## src/rtl/if_stage_pkg.sv

```systemverilog
// Shared constants and the per-edge action decode for the fetch stage.
package if_stage_pkg;
    localparam int          XLEN_D      = 32;
    localparam int          ADDR_W_D    = 6;
    localparam int          CNT_W_D     = 16;
    localparam logic [31:0] RESET_PC_D  = 32'h0000_0000;
    localparam logic [31:0] NOP_INSTR_D = 32'h0000_0013;

    typedef enum logic [1:0] {
        ACT_NORMAL,
        ACT_MEM_BUSY,
        ACT_STALL,
        ACT_FLUSH
    } if_act_e;

    // Redirects win over everything; a stall also masks a memory-port conflict.
    function automatic if_act_e if_action(input logic flush, input logic stall,
                                          input logic mem_busy);
        if (flush)         return ACT_FLUSH;
        else if (stall)    return ACT_STALL;
        else if (mem_busy) return ACT_MEM_BUSY;
        else               return ACT_NORMAL;
    endfunction
endpackage

```

## src/rtl/if_stage_if.sv

```systemverilog
// Control, instruction-memory and IF/ID bundle between the fetch stage and its neighbours.
interface if_stage_if #(
    parameter int XLEN   = 32,
    parameter int ADDR_W = 6,
    parameter int CNT_W  = 16
);
    logic              stall;
    logic              flush;
    logic [XLEN-1:0]   redirect_pc;
    logic              mem_busy;
    logic [ADDR_W-1:0] imem_addr;
    logic [31:0]       imem_rdata;
    logic              ifid_valid;
    logic [XLEN-1:0]   ifid_pc;
    logic [XLEN-1:0]   ifid_pc4;
    logic [31:0]       ifid_instr;
    logic [CNT_W-1:0]  bubble_cnt;

    modport master (
        input  stall, flush, redirect_pc, mem_busy, imem_rdata,
        output imem_addr, ifid_valid, ifid_pc, ifid_pc4, ifid_instr, bubble_cnt
    );
    modport slave (
        output stall, flush, redirect_pc, mem_busy, imem_rdata,
        input  imem_addr, ifid_valid, ifid_pc, ifid_pc4, ifid_instr, bubble_cnt
    );
endinterface

```

## src/rtl/if_stage_ifid_reg.sv

```systemverilog
// Generic pipeline register: async reset, bubble injection (priority) or load, else hold.
module ifid_reg #(
    parameter int           W       = 32,
    parameter logic [W-1:0] RST_VAL = '0,
    parameter logic [W-1:0] BUB_VAL = '0
) (
    input  logic         clk,
    input  logic         rst,
    input  logic         load,
    input  logic         bubble,
    input  logic [W-1:0] d,
    output logic [W-1:0] q
);
    always_ff @(posedge clk or posedge rst) begin
        if (rst)         q <= RST_VAL;
        else if (bubble) q <= BUB_VAL;
        else if (load)   q <= d;
    end
endmodule

```

## src/rtl/if_stage.sv

```systemverilog
// Instruction fetch: PC register, next-PC select, IF/ID capture and bubble counter.
module if_stage
    import if_stage_pkg::*;
#(
    parameter int          XLEN      = XLEN_D,
    parameter int          ADDR_W    = ADDR_W_D,
    parameter logic [31:0] RESET_PC  = RESET_PC_D,
    parameter logic [31:0] NOP_INSTR = NOP_INSTR_D,
    parameter int          CNT_W     = CNT_W_D
) (
    input logic        clk,
    input logic        rst,
    if_stage_if.master bus
);
    localparam int            IW  = 1 + 2 * XLEN + 32;
    localparam logic [IW-1:0] BUB = {1'b0, {(2 * XLEN){1'b0}}, NOP_INSTR};

    logic [XLEN-1:0]  pc, pc_next, pc4;
    logic [IW-1:0]    ifid_q;
    logic [CNT_W-1:0] cnt;
    logic             bubble, load;
    if_act_e          act;

    assign act           = if_action(bus.flush, bus.stall, bus.mem_busy);
    assign bubble        = (act == ACT_FLUSH) || (act == ACT_MEM_BUSY);
    assign load          = (act == ACT_NORMAL);
    assign pc4           = pc + XLEN'(4);
    assign bus.imem_addr = pc[ADDR_W+1:2];

    always_comb begin
        pc_next = pc;
        unique case (act)
            ACT_FLUSH:  pc_next = bus.redirect_pc & ~XLEN'(3);
            ACT_NORMAL: pc_next = pc4;
            default:    pc_next = pc;
        endcase
    end

    always_ff @(posedge clk or posedge rst) begin
        if (rst) pc <= XLEN'(RESET_PC);
        else     pc <= pc_next;
    end

    // imem_rdata only enters through the load path, so junk on it during bubbles is dropped.
    ifid_reg #(.W(IW), .RST_VAL(BUB), .BUB_VAL(BUB)) u_ifid (
        .clk    (clk),
        .rst    (rst),
        .load   (load),
        .bubble (bubble),
        .d      ({1'b1, pc, pc4, bus.imem_rdata}),
        .q      (ifid_q)
    );

    assign {bus.ifid_valid, bus.ifid_pc, bus.ifid_pc4, bus.ifid_instr} = ifid_q;

    always_ff @(posedge clk or posedge rst) begin
        if (rst)                        cnt <= '0;
        else if (bubble && cnt != '1)   cnt <= cnt + CNT_W'(1);
    end

    assign bus.bubble_cnt = cnt;
endmodule
```

## src/flat_wrapper.sv

```systemverilog
// flat-port wrapper written by rule: the top's interface ports become plain ports
module if_stage_flat import if_stage_pkg::*;
#(
    parameter int          XLEN      = XLEN_D,
    parameter int          ADDR_W    = ADDR_W_D,
    parameter logic [31:0] RESET_PC  = RESET_PC_D,
    parameter logic [31:0] NOP_INSTR = NOP_INSTR_D,
    parameter int          CNT_W     = CNT_W_D
)
  (clk, rst, bus_stall, bus_flush, bus_redirect_pc, bus_mem_busy, bus_imem_rdata, bus_imem_addr, bus_ifid_valid, bus_ifid_pc, bus_ifid_pc4, bus_ifid_instr, bus_bubble_cnt);
  if_stage_if #(.XLEN(XLEN), .ADDR_W(ADDR_W), .CNT_W(CNT_W)) bus_i ();
  input logic clk;
  input logic rst;
  input wire logic [$bits(bus_i.stall)-1:0] bus_stall;
  input wire logic [$bits(bus_i.flush)-1:0] bus_flush;
  input wire logic [$bits(bus_i.redirect_pc)-1:0] bus_redirect_pc;
  input wire logic [$bits(bus_i.mem_busy)-1:0] bus_mem_busy;
  input wire logic [$bits(bus_i.imem_rdata)-1:0] bus_imem_rdata;
  output wire logic [$bits(bus_i.imem_addr)-1:0] bus_imem_addr;
  output wire logic [$bits(bus_i.ifid_valid)-1:0] bus_ifid_valid;
  output wire logic [$bits(bus_i.ifid_pc)-1:0] bus_ifid_pc;
  output wire logic [$bits(bus_i.ifid_pc4)-1:0] bus_ifid_pc4;
  output wire logic [$bits(bus_i.ifid_instr)-1:0] bus_ifid_instr;
  output wire logic [$bits(bus_i.bubble_cnt)-1:0] bus_bubble_cnt;
  assign bus_i.stall = bus_stall;
  assign bus_i.flush = bus_flush;
  assign bus_i.redirect_pc = bus_redirect_pc;
  assign bus_i.mem_busy = bus_mem_busy;
  assign bus_i.imem_rdata = bus_imem_rdata;
  assign bus_imem_addr = bus_i.imem_addr;
  assign bus_ifid_valid = bus_i.ifid_valid;
  assign bus_ifid_pc = bus_i.ifid_pc;
  assign bus_ifid_pc4 = bus_i.ifid_pc4;
  assign bus_ifid_instr = bus_i.ifid_instr;
  assign bus_bubble_cnt = bus_i.bubble_cnt;
  if_stage #(.XLEN(XLEN), .ADDR_W(ADDR_W), .RESET_PC(RESET_PC), .NOP_INSTR(NOP_INSTR), .CNT_W(CNT_W)) u_core (.clk(clk), .rst(rst), .bus(bus_i));
endmodule
```

## config.mk

```make
export PLATFORM = sky130hd
export DESIGN_NAME = if_stage_flat
export DESIGN_NICKNAME = d
export VERILOG_FILES = /design/src/rtl/if_stage_pkg.sv /design/src/rtl/if_stage_if.sv /design/src/rtl/if_stage_ifid_reg.sv /design/src/rtl/if_stage.sv /design/src/flat_wrapper.sv
export SDC_FILE = /design/constraint.sdc
export NUM_CORES = 1
export LEC_CHECK = 0
export BUFFER_PORTS_ARGS = -buffer_cell sky130_fd_sc_hd__buf_2
export CAP_MARGIN = 10
export CORE_MARGIN = 4
export CORE_UTILIZATION = 45
export CTS_BUF_LIST = sky130_fd_sc_hd__clkbuf_16
export DETAILED_ROUTE_END_ITERATION = 6
export PLACE_DENSITY = 0.81
export SYNTH_ARGS = -nofsm -noshare
export SYNTH_HDL_FRONTEND = slang
export SYNTH_HIERARCHICAL = 1
export SYNTH_SLANG_ARGS = --single-unit
```

## constraint.sdc

```tcl
create_clock -name clk -period 3 [get_ports clk]
set_input_delay 0.15 -clock clk [delete_from_list [all_inputs] [get_ports clk]]
set_output_delay 0.15 -clock clk [all_outputs]
set_load 0.02 [all_outputs]
```

After elaboration in Yosys (flattened, before gate mapping) --
Index checks and enable logic that the tools add are counted.
Operators by class: equality and inequality tests 3, reduce and logical (&&, ||, !) cells 5, add/sub/neg operators 2, mux-type cells 6
Operator list (count):
- 97-bit two-way mux | 2
- 32-bit one-hot mux with 2 select lines | 1
- 32-bit by 3-bit adder with 32-bit output (second input constant) | 1
- 16-bit by 1-bit adder with 16-bit output (second input constant) | 1
- 16-bit inequality test (second input constant) | 1
- 2-bit two-way mux | 2
- 2-bit nonzero test | 2
- 2-bit by 1-bit equality test with 1-bit output (second input constant) | 1
- 2-bit equality test (second input constant) | 1
- 2-bit logical NOT | 1
- 1-bit logical AND | 1
- 1-bit logical OR | 1
- 1-bit two-way mux | 1
Storage, ports and cells: bits of input ports 69, output and inout port bits 119, register bits after elaboration 145

Longest topological paths before layout --
Gate-level depths: netlist of the first run.
depth after elaboration 6, gate-level depth with buffers 9, depth with buffers taken out 7

Cells and area by module --
Netlist of the first run, hierarchy kept.
By module, submodules not included:
- ifid_reg | area an instance 3943.8 um2, cells an instance 314, sequential area each 2431.1 um2, times used 1
- if_stage | area an instance 3278.1 um2, cells an instance 375, sequential area each 1151.1 um2, times used 1

Worst setup path before layout of the first run --
No wires, ideal clock.
path type reg2reg, from reg u_core.pc[3], to reg u_core.u_ifid.q[56], library setup time 0.132 ns, stages on the path, launching flop included 9, arrival time 1.835 ns, path buffers 1, required time 2.868 ns, setup slack 1.033 ns, cell sequence dfrtp_1 ha_1 and3_1 buf_2 nand4_4 or3_4 xnor2_1 mux2i_1 nor2_1
On the way: word-level cells in the longest chain between the ends 3
RTL lines:
- from (decl) | RTL line if_stage.sv:18 | logic [XLEN-1:0] pc, pc_next, pc4;
- from (signal assigned) | RTL line if_stage.sv:40 | if (rst) pc <= XLEN'(RESET_PC);
- from (signal assigned) | RTL line if_stage.sv:41 | else pc <= pc_next;
- 32-bit by 3-bit adder with 32-bit output | RTL line if_stage.sv:27 | assign pc4 = pc + XLEN'(4);
- named net u_core.pc4[24] | RTL line if_stage.sv:18
- 97-bit two-way mux | RTL line if_stage_ifid_reg.sv:17 | else if (load) q <= d;
- 97-bit two-way mux | RTL line if_stage_ifid_reg.sv:16 | else if (bubble) q <= BUB_VAL;
- to (signal assigned) | RTL line if_stage_ifid_reg.sv:15 | if (rst) q <= RST_VAL;
- to (signal assigned) | RTL line if_stage_ifid_reg.sv:16
- to (signal assigned) | RTL line if_stage_ifid_reg.sv:17
- to (decl) | RTL line if_stage_ifid_reg.sv:12 | output logic [W-1:0] q
The timed path passes the listed nets, and every way through them passes these cells. The select of a mux whose other input is x is not followed. A chain may end at the register's enable or synchronous reset.

Worst setup path after layout of the first run --
from reg u_core.pc[2], to reg u_core.u_ifid.q[56]
The elaborated chain is that of the path after synthesis.

==> run summary, run 1 <==
worst reg-to-reg setup slack - 580 ps
data arrival at the endpoint of the critical path - 2700 ps
initial antenna violation count - 3
Unique masters post-synth - 58
setup repair after global routing missed its margin - false
wire length per cell after detailed routing - 17.01 um
final setup fails - 0
headroom to the max-slew limit - 0.2984
required arrival time at the worst endpoint - 3290 ps
total CTS buffers - 17
Leakage - 4.339 nW
Antenna Nets Post-Route - 0
Worst Setup EP - u_core/u_ifid/q[56]$_DFFE_PP0P_
element type at the critical path start - flop
synthesized area per cell - 10.48 um^2
number of nets in the finished design - 958
post-detailed-placement cell area - 0.008173 mm^2
failing checks - negative hold slack
Die Y-Extent - 134.7 um
crit path capture type - flop
largest cells by area after synthesis - dfrtp_1, mux2i_1, nor2_1
FMAX - 414.0 MHz
# IOs - 188
total half-perimeter wirelength after legalization and detailed placement - 12490 um
via count of the first global-routing pass - 5900
cell count after synthesis - 689
maximum number of pins on one net before global-route repair - 79
async set-or-reset flop fraction in the synthesized netlist - 1.000
cell type with the highest aggregate area in the netlist - dfrtp_1
most numerous cell types in the synthesized netlist - dfrtp_1, nor2_1, mux2i_1
GR Overflow Total - 0
area of the die - 0.01814 mm^2
clock transition at the registers of the reported paths - 60 ps
DRC violation count after routing - 0
measured slew at the worst slew-check pin - 1052 ps
critical path launch point - u_core/pc[2]$_DFFE_PP0P_
number of pins with negative max-slew slack in the final report - 0
Die Width - 134.7 um
Clock Tree Buf Depth - 2
drt first-iter violations - 570
Reg2Reg Capture Point - u_core/u_ifid/q[56]$_DFFE_PP0P_
leading cell type by number of instances after synthesis - dfrtp_1
ys flop type - dfrtp_1
post-synthesis register bit count - 143
1st-pass router iterations - 5
Initial Util - 0.4563
layout overhead on the synthesized area - 26.14%
cell area after synthesis - 0.007222 mm^2
Post-CTS Setup Inserts - 0
CTS tree - yes
critical register-to-register path startpoint - u_core/pc[2]$_DFFE_PP0P_
Synth top area share - 0.4851
root buffer selected by CTS - clkbuf_16
Critical Setup Path Class - reg -> reg
Critical Path Fanout Max - 10
Post-synth EDFFs - 0
status - finished, violations left
core area - 0.01583 mm^2
setup total negative slack - 0 ps
cell area power density - 575.9 mW/mm^2
WL final - 18980 um
worst vdd rail ir drop - 0.0004345 V
GP Congestion - 0.8301
total via count in the routed design - 6007
Post-Layout Inst Area - 0.009110 mm^2
share of the yosys chip area belonging to registers - 0.4960
DR vias/cell - 5.383
Final period util - 0.8051
insertion delay to the later sink of the worst-skew pair - 420 ps
number of max-cap violations - 0
number of standard-cell rows in the floorplan - 46
post-layout min period - 2415 ps
CTS H-tree lvls - 4
fraction of final layout cells with drive strength greater than 1 - 0.2681
Port Buffers - 185
worst hold path class - in -> async
worst hold slack across all endpoints - -12.98 ps
global-route wire length before repair - 30620 um
synth warn - 6
depth of the most critical reg-to-reg path - 7
number of sinks handled by clock tree synthesis - 143
Final Hold Fails - 7
Global Route Usage Sum - 0.2131
Setup Skew - 6.846 ps
[worst min-delay path by stage]
stage	cells after the start	from	to
final	2	rst	u_core/u_ifid/q[31]$_DFFE_PP0P_
after floorplan	1	bus_imem_rdata[0]	u_core/u_ifid/q[0]$_DFFE_PP1P_
after global routing	3	bus_redirect_pc[26]	u_core/pc[26]$_DFFE_PP0P_
after CTS	3	bus_redirect_pc[21]	u_core/pc[21]$_DFFE_PP0P_
after detailed placement	2	bus_imem_rdata[4]	u_core/u_ifid/q[4]$_DFFE_PP1P_
after global placement	2	bus_imem_rdata[0]	u_core/u_ifid/q[0]$_DFFE_PP1P_
[power breakdown]
group          total (mW)  internal [mW]  switching, mW
combinational       0.916          0.391          0.526
clock                1.99           1.20          0.795
sequential           2.34           2.08          0.256
total                5.25           3.67           1.58
[layout make-up]
type | instances | area, um^2
clock buffers | 17 | 425.4
flip-flops and latches | 143 | 3582
repair buffers | 234 | 1401
clock inverters | 15 | 128.9
inverters | 10 | 41.29
well taps | 216 | 270.3
multi-input cells | 480 | 3258
fillers | 1348 | 6718
diodes | 1 | 2.502
[critical path: stages, from the launching register on]
cell and delay [ps]:
dfrtp_1 450, ha_1 280, and3_1 480, nand4_4 290, or3_4 460, xnor2_1 140, mux2i_1 140, nor2_1 50
[metrics by stage]
step / utilization / total power [mW] / setup WS, ps / std cells
after CTS: 0.5754 / 5.283 / 599.5 / 1115
after floorplan: - / 2.969 / 321.2 / 692
after global routing: 0.5756 / 5.498 / 378.4 / 1116
final: 0.5756 / 5.247 / 584.6 / 1116
after detailed placement: 0.5164 / 3.230 / 606.6 / 1045
after global placement: 0.5164 / 3.209 / 637.8 / 1045
[per-layer routing]
layer | GRT usage | routed length, um | vias to the layer above
met5 | 0 | 32 | -
met4 | 0.08314 | 503 | 4
met3 | 0.06297 | 1354 | 44
met2 | 0.3430 | 9240 | 204
met1 | 0.2719 | 7852 | 2938
li1 | - | - | 2817
[logic make-up after synthesis]
kind of cell    count (synthesis)  synth area share
simple gates                  248            0.1674
flops                         143            0.4960
mux                           101            0.1402
compound gates                 82           0.08437
buf+inv                        69           0.05613
xor+xnor                       41           0.04972
fa+ha+maj                       3          0.005198
other cells                     2          0.001040
[sequential cells by signal (all words and copies together) (netlist names)]
| register | count |
|---|---|
| u_core/bus.bubble_cnt | 16 |
| u_core/pc | 30 |
| u_core/u_ifid/q | 97 |
[cell usage in the layout, fill, tap and decap left out, types with 4 or more instances in the layout]
cell           instances
a22oi_1               10
clkinv_1               4
nand2_1               27
o211ai_1               6
o311ai_0               4
buf_2                185
conb_1                 5
a211o_1                7
inv_1                  8
clkinvlp_4             4
a31oi_1                6
clkbuf_16             17
xor2_1                25
o22a_1                13
clkinv_2               5
a21oi_1               17
nor2_1               128
and3_1                 7
nor2b_1                6
nand4_1               17
nor3_1                 9
a22o_1                 5
mux2i_1              100
xnor2_1               16
nor4_1                 8
and4_1                 6
dlygate4sd3_1         38
nand3_1               16
buf_4                 10
dfrtp_1              140
[what timing repair did]
item | in CTS | in global routing
hold buffers | 38 | 0
hold endpoints to repair | 38 | 0
resized for setup | 0 | 0
(Power assumes the default switching activity.)
==> inputs of run 2 (changes only) <==
clock period = 2.28 ns   (was 3 ns; I/O delays follow)
==> run 2 against run 1 <==
The flow now finishes without violations. Hold slack better by 30 ps. Total power is 35% higher. Core utilization is 1.7 points higher. First-iteration DRC count is 35% lower. Clock power is 35% higher. Critical path depth is 1 lower. Critical path type unchanged. Largest cell class unchanged. Largest power group unchanged.
==> run summary, run 2 (same netlist as run 1, synthesis figures left out) <==
cell area power density - 753.0 mW/mm^2 (+31%)
Setup Skew - 8.517 ps (+1.671 ps)
Clock Tree Buf Depth - 2 (unchanged)
Comb pwr share - 0.192 (+0.017)
Global Route Usage Sum - 0.2136 (+0.0004674)
worst vdd rail ir drop - 0.0006307 V (+45%)
CTS H-tree lvls - 4 (unchanged)
number of standard-cell rows in the floorplan - 46 (unchanged)
critical path launch point - u_core/pc[9]$_DFFE_PP0P_
via count of the first global-routing pass - 6182 (+4.8%)
power spent charging and discharging nets - 2.062 mW (+31%)
DR vias/cell - 5.273 (-2.0%)
worst reg-to-reg setup slack - 150 ps (-430 ps)
number of sinks handled by clock tree synthesis - 143 (unchanged)
wire length per cell after detailed routing - 16.56 um (-2.6%)
worst hold path class - in -> reg
count of instances resized after the clock tree is built - 0 (unchanged)
# IOs - 188 (unchanged)
maximum number of pins on one net before global-route repair - 98 (+24%)
cell total after placement - 1062 (+1.6%)
Critical Path Fanout Max - 8 (-2)
most common cell after layout, fill and taps aside - buf_2
GR Overflow Total - 0 (unchanged)
Leakage - 4.498 nW (+3.7%)
required arrival time at the worst endpoint - 2570 ps (-720 ps)
Die Width - 134.7 um (unchanged)
clock transition at the registers of the reported paths - 60 ps (about the same)
DRC violation count after routing - 0 (unchanged)
setup total negative slack - 0 ps (unchanged)
final setup fails - 0 (unchanged)
element type at the critical path start - flop
met1 WL - 8028 um (+2.2%)
setup repair after global routing missed its margin - false
flip-flop count of the largest register after layout - 97 (unchanged)
Die Y-Extent - 134.7 um (unchanged)
Port Buffers - 185 (unchanged)
total CTS buffers - 17 (unchanged)
measured slew at the worst slew-check pin - 634.5 ps (-417.9 ps)
headroom to the max-slew limit - 0.5731 (+0.2747)
post-layout min period - 2126 ps (-289.7 ps)
length of routed met2 wiring - 9082 um (-1.7%)
layout overhead on the synthesized area - 29.90%
number of standard cells in the final layout excluding fillers - 1141 (+2.2%)
Int Power - 5.003 mW (+36%)
worst hold slack across all endpoints - 17.19 ps (+30.17 ps)
FMAX - 470.4 MHz (+14%)
Antenna Nets Post-Route - 0 (unchanged)
hold path startpoint - bus_redirect_pc[25]
Switching Share - 0.2919 (-0.008467)
CTS tree - yes
total via count in the routed design - 6017 (+0.17%)
Final period util - 0.9323 (+0.1272)
depth of the most critical reg-to-reg path - 6 (-1)
fraction of final layout cells with drive strength greater than 1 - 0.2749 (+0.006816)
critical register-to-register path startpoint - u_core/pc[9]$_DFFE_PP0P_
clock network fraction of design power - 0.381 (about the same)
sequential power share - 0.427 (-0.018)
number of pins with negative max-slew slack in the final report - 0 (unchanged)
number of nets in the finished design - 983 (+2.6%)
status - completed
data arrival at the endpoint of the critical path - 2410 ps (-290 ps)
Initial Util - 0.4563 (unchanged)
crit path capture type - flop
number of stages on the worst hold path - 3
most frequent cells in the layout - buf_2, dfrtp_1, nor2_1
Final Hold Fails - 0 (-7)
root buffer selected by CTS - clkbuf_16
Critical Setup Path Class - reg -> reg
initial antenna violation count - 3 (unchanged)
core area - 0.01583 mm^2 (unchanged)
area of the die - 0.01814 mm^2 (unchanged)
total half-perimeter wirelength after legalization and detailed placement - 13000 um (+4.1%)
1st-pass router iterations - 5 (unchanged)
number of max-cap violations - 0 (unchanged)
GP Congestion - 0.8319 (+0.22%)
detailed-routed wire length on met3 - 1344 um (-0.74%)
insertion delay to the later sink of the worst-skew pair - 410 ps (about the same)
global-route wire length before repair - 31030 um (+1.4%)
Biggest register - u_core/u_ifid/q
drt first-iter violations - 370 (-35%)
WL final - 18900 um (-0.45%)
top layer in use - met5
-- run 2: repair_timing --
action,in CTS,in global routing
buffers inserted,0,0
endpoints found under the hold margin,162,0
hold buffers,46,0
-- run 2: power groups by stage --
stage                     sequential [mW]  clock (mW)  combinational (mW)
after floorplan                      3.09           0               0.813
after global placement               3.04           0                1.26
after detailed placement             3.05           0                1.29
after CTS                            3.01        2.75                1.36
after global routing                 3.05        2.88                1.48
final                                3.02        2.69                1.35
-- run 2: path summary, 6_finish.rpt --
check / end
min in group asynchronous: u_core/bus.bubble_cnt[5]$_DFFE_PP0P_
worst min register to register: u_core/bus.bubble_cnt[14]$_DFFE_PP0P_
max in group asynchronous: u_core/u_ifid/q[0]$_DFFE_PP1P_
worst max register to register: u_core/u_ifid/q[61]$_DFFE_PP0P_
worst max-delay path: u_core/u_ifid/q[61]$_DFFE_PP0P_
worst min-delay path: u_core/pc[25]$_DFFE_PP0P_
-- run 2: layout make-up --
| cell class | count | area [um^2] |
|---|---|---|
| Antenna cell | 1 | 2.502 |
| Clock buffer | 17 | 425.4 |
| Clock inverter | 15 | 141.4 |
| Fill cell | 1304 | 6446 |
| Inverter | 10 | 42.54 |
| Multi-Input combinational cell | 480 | 3258 |
| Sequential cell | 143 | 3582 |
| Tap cell | 216 | 270.3 |
| Timing Repair Buffer | 259 | 1659 |
-- run 2: critical path, stage by stage (launching register included) --
cell and delay, ps:
dfrtp_1 460, and4_1 420, nand3_2 160, nor4_1 590
xor2_1 140, mux2i_1 180, nor2_1 60
-- run 2: metal layers --
metal / vias to the layer above / global-route usage
met5: - / 0
met4: 4 / 0.07240
met3: 36 / 0.07116
met2: 189 / 0.3435
met1: 2914 / 0.2722
li1: 2874 / -
-- run 2: through the flow --
step | total power [mW] | instance area (um^2) | setup WS (ps) | util
global route | 7.410 | 9382 | 91.73 | 0.5927
detailed placement | 4.344 | 8352 | 202.7 | 0.5277
CTS | 7.123 | 9379 | 193.4 | 0.5926
finish | 7.065 | 9382 | 154.3 | 0.5927
global placement | 4.298 | 8352 | 287.4 | 0.5277
floorplan | 3.907 | 7237 | 313.0 | -
==> inputs of run 3 (changes only) <==
CORE_MARGIN = 2   (was 4)
CTS_BUF_LIST = default   (was sky130_fd_sc_hd__clkbuf_16)
==> run 3 against run 2 <==
Combinational power about the same. Clock power grew 4%. Critical path type unchanged. Highest routed layer is now met4. Routed wire length up 0.42%. Via count up 0.68%. Global-route usage grew 1.2 points. Cell count up 0.35%. Largest cell class unchanged. Sequential cell count unchanged.
==> run summary, run 3 (same netlist as run 1, synthesis figures left out) <==
insertion delay to the later sink of the worst-skew pair - 420 ps (about the same)
setup total negative slack - 0 ps (unchanged)
element type at the critical path start - flop
maximum cell stage delay along the critical path - 480 ps (-110 ps)
Port Buffers - 185 (unchanged)
crit path capture type - flop
most common cell after layout, fill and taps aside - buf_2
number of standard-cell rows in the floorplan - 46 (unchanged)
maximum number of pins on one net before global-route repair - 57 (-42%)
DR vias/cell - 5.291 (+0.33%)
sequence of cells on the critical path - and4_1, nand3_1, nor3_1, xor2_1, mux2i_1, nor2_1
power spent charging and discharging nets - 2.140 mW (+3.8%)
Util after Layout - 0.5999 (+0.007162)
number of nets in the finished design - 988 (+0.51%)
sequential power share - 0.420 (-0.007)
cell area power density - 758.4 mW/mm^2 (+0.71%)
layout overhead on the synthesized area - 30.99%
Initial Util - 0.4579 (+0.001665)
required arrival time at the worst endpoint - 2570 ps (about the same)
worst hold slack across all endpoints - 19.15 ps (+1.965 ps)
status - completed
GR Overflow Total - 0 (unchanged)
combined area of the multi-input logic cells - 0.003258 mm^2 (unchanged)
number of pins with negative max-slew slack in the final report - 0 (unchanged)
DRC violation count after routing - 0 (unchanged)
data arrival at the endpoint of the critical path - 2360 ps (-50 ps)
initial antenna violation count - 0 (-3)
Antenna Nets Post-Route - 0 (unchanged)
Die Width - 130.7 um (-3.0%)
WL final - 18980 um (+0.42%)
GP Congestion - 0.8436 (+1.4%)
Int Power - 5.034 mW (+0.64%)
smallest setup slack after layout - 212.4 ps (+58.11 ps)
Final period util - 0.9068 (-0.02549)
Die Y-Extent - 130.7 um (-3.0%)
Critical Setup Path Class - reg -> reg
total CTS buffers - 17 (unchanged)
Comb pwr share - 0.188 (-0.004)
worst hold path class - in -> reg
root buffer selected by CTS - clkbuf_16
post-layout min period - 2068 ps (-58.11 ps)
worst vdd rail ir drop - 0.0005196 V (-18%)
wire length per cell after detailed routing - 16.57 um (about the same)
Critical-path top delay cell - dfrtp_1
Clock Tree Buf Depth - 2 (unchanged)
clock transition at the registers of the reported paths - 60 ps (about the same)
core area - 0.01577 mm^2 (-0.36%)
count of fill cells added during filler insertion - 1297 (-0.54%)
total half-perimeter wirelength after legalization and detailed placement - 12790 um (-1.6%)
via count of the first global-routing pass - 5920 (-4.2%)
drt first-iter violations - 463 (+25%)
Setup Skew - 8.067 ps (-0.4498 ps)
Switching Share - 0.2983 (+0.006400)
flip-flop count of the largest register after layout - 97 (unchanged)
headroom to the max-slew limit - 0.5813 (+0.008179)
pre-CTS worst setup slack - 239.1 ps (+36.43 ps)
number of sinks handled by clock tree synthesis - 143 (unchanged)
# IOs - 188 (unchanged)
Final Hold Fails - 0 (unchanged)
final setup fails - 0 (unchanged)
ant diodes - 0 (-1)
area of the die - 0.01708 mm^2 (-5.9%)
setup repair after global routing missed its margin - false
Critical Path Fanout Max - 11 (+3)
measured slew at the worst slew-check pin - 622.4 ps (-12.16 ps)
total power draw - 7.175 mW (+1.6%)
CTS H-tree lvls - 4 (unchanged)
most frequent cells in the layout - buf_2, dfrtp_1, nor2_1
Global Route Usage Sum - 0.2260 (+0.01246)
worst reg-to-reg setup slack - 210 ps (+60 ps)
fraction of final layout cells with drive strength greater than 1 - 0.2874 (+0.01251)
total via count in the routed design - 6058 (+0.68%)
1st-pass router iterations - 5 (unchanged)
Leakage - 4.520 nW (+0.48%)
post-detailed-placement cell area - 0.008402 mm^2 (+0.60%)
number of standard cells in the final layout excluding fillers - 1145 (+0.35%)
global-route wire length before repair - 29800 um (-4.0%)
Post-Layout Inst Area - 0.009460 mm^2 (+0.84%)
area of all sequential standard cells - 0.003582 mm^2 (unchanged)
CTS tree - yes
Biggest register - u_core/u_ifid/q
clock network fraction of design power - 0.392 (+0.011)
number of max-cap violations - 0 (unchanged)
cell total after placement - 1067 (+0.47%)
FMAX - 483.7 MHz (+2.8%)
[run 3: worst max-delay path, delay by kind of cell, from the launching register on]
kind | cells | cell delay [ps]
flip-flops | 1 | 480
multiplexers | 1 | 160
AND/OR/NAND/NOR | 4 | 1170
XOR/XNOR | 1 | 120
[run 3: worst paths after layout]
| check | start | to | cells after the start |
|---|---|---|---|
| worst max-delay path | u_core/pc[5]$_DFFE_PP0P_ | u_core/u_ifid/q[57]$_DFFE_PP0P_ | 6 |
| worst min-delay path | bus_redirect_pc[28] | u_core/pc[28]$_DFFE_PP0P_ | 3 |
| worst max register to register | u_core/pc[5]$_DFFE_PP0P_ | u_core/u_ifid/q[57]$_DFFE_PP0P_ | 6 |
| worst min register to register | u_core/bus.bubble_cnt[14]$_DFFE_PP0P_ | u_core/bus.bubble_cnt[14]$_DFFE_PP0P_ | 1 |
| max in group asynchronous | rst | u_core/pc[9]$_DFFE_PP0P_ | 4 |
| min in group asynchronous | rst | u_core/u_ifid/q[31]$_DFFE_PP0P_ | 3 |
[run 3: cell type report]
cell class,instances,share of cell area
Sequential cell,143,0.3787
Multi-Input combinational cell,480,0.3444
Timing Repair Buffer,264,0.1807
Clock buffer,18,0.04536
Tap cell,216,0.02857
Clock inverter,14,0.01785
Inverter,10,0.004497
[run 3: power by group through the flow]
stage,Sequential [mW],Combinational (mW),Clock [mW]
4_1_cts,3.01,1.34,2.87
6_report,3.01,1.35,2.81
2_1_floorplan,3.09,0.813,0
3_5_place_dp,3.05,1.28,0
3_3_place_gp,3.04,1.25,0
5_1_grt,3.06,1.47,2.95
[run 3: layer usage]
metal	up-vias	wire, um	GRT usage
met1	2932	8155	0.2853
met3	46	1280	0.06759
met4	0	514	0.09262
met2	208	9026	0.3655
li1	2872	-	-
met5	-	0	0
[run 3: what timing repair did]
action	CTS	global route
setup buffers	0	0
resized for setup	0	0
endpoints found under the hold margin	83	0
hold buffers	46	0
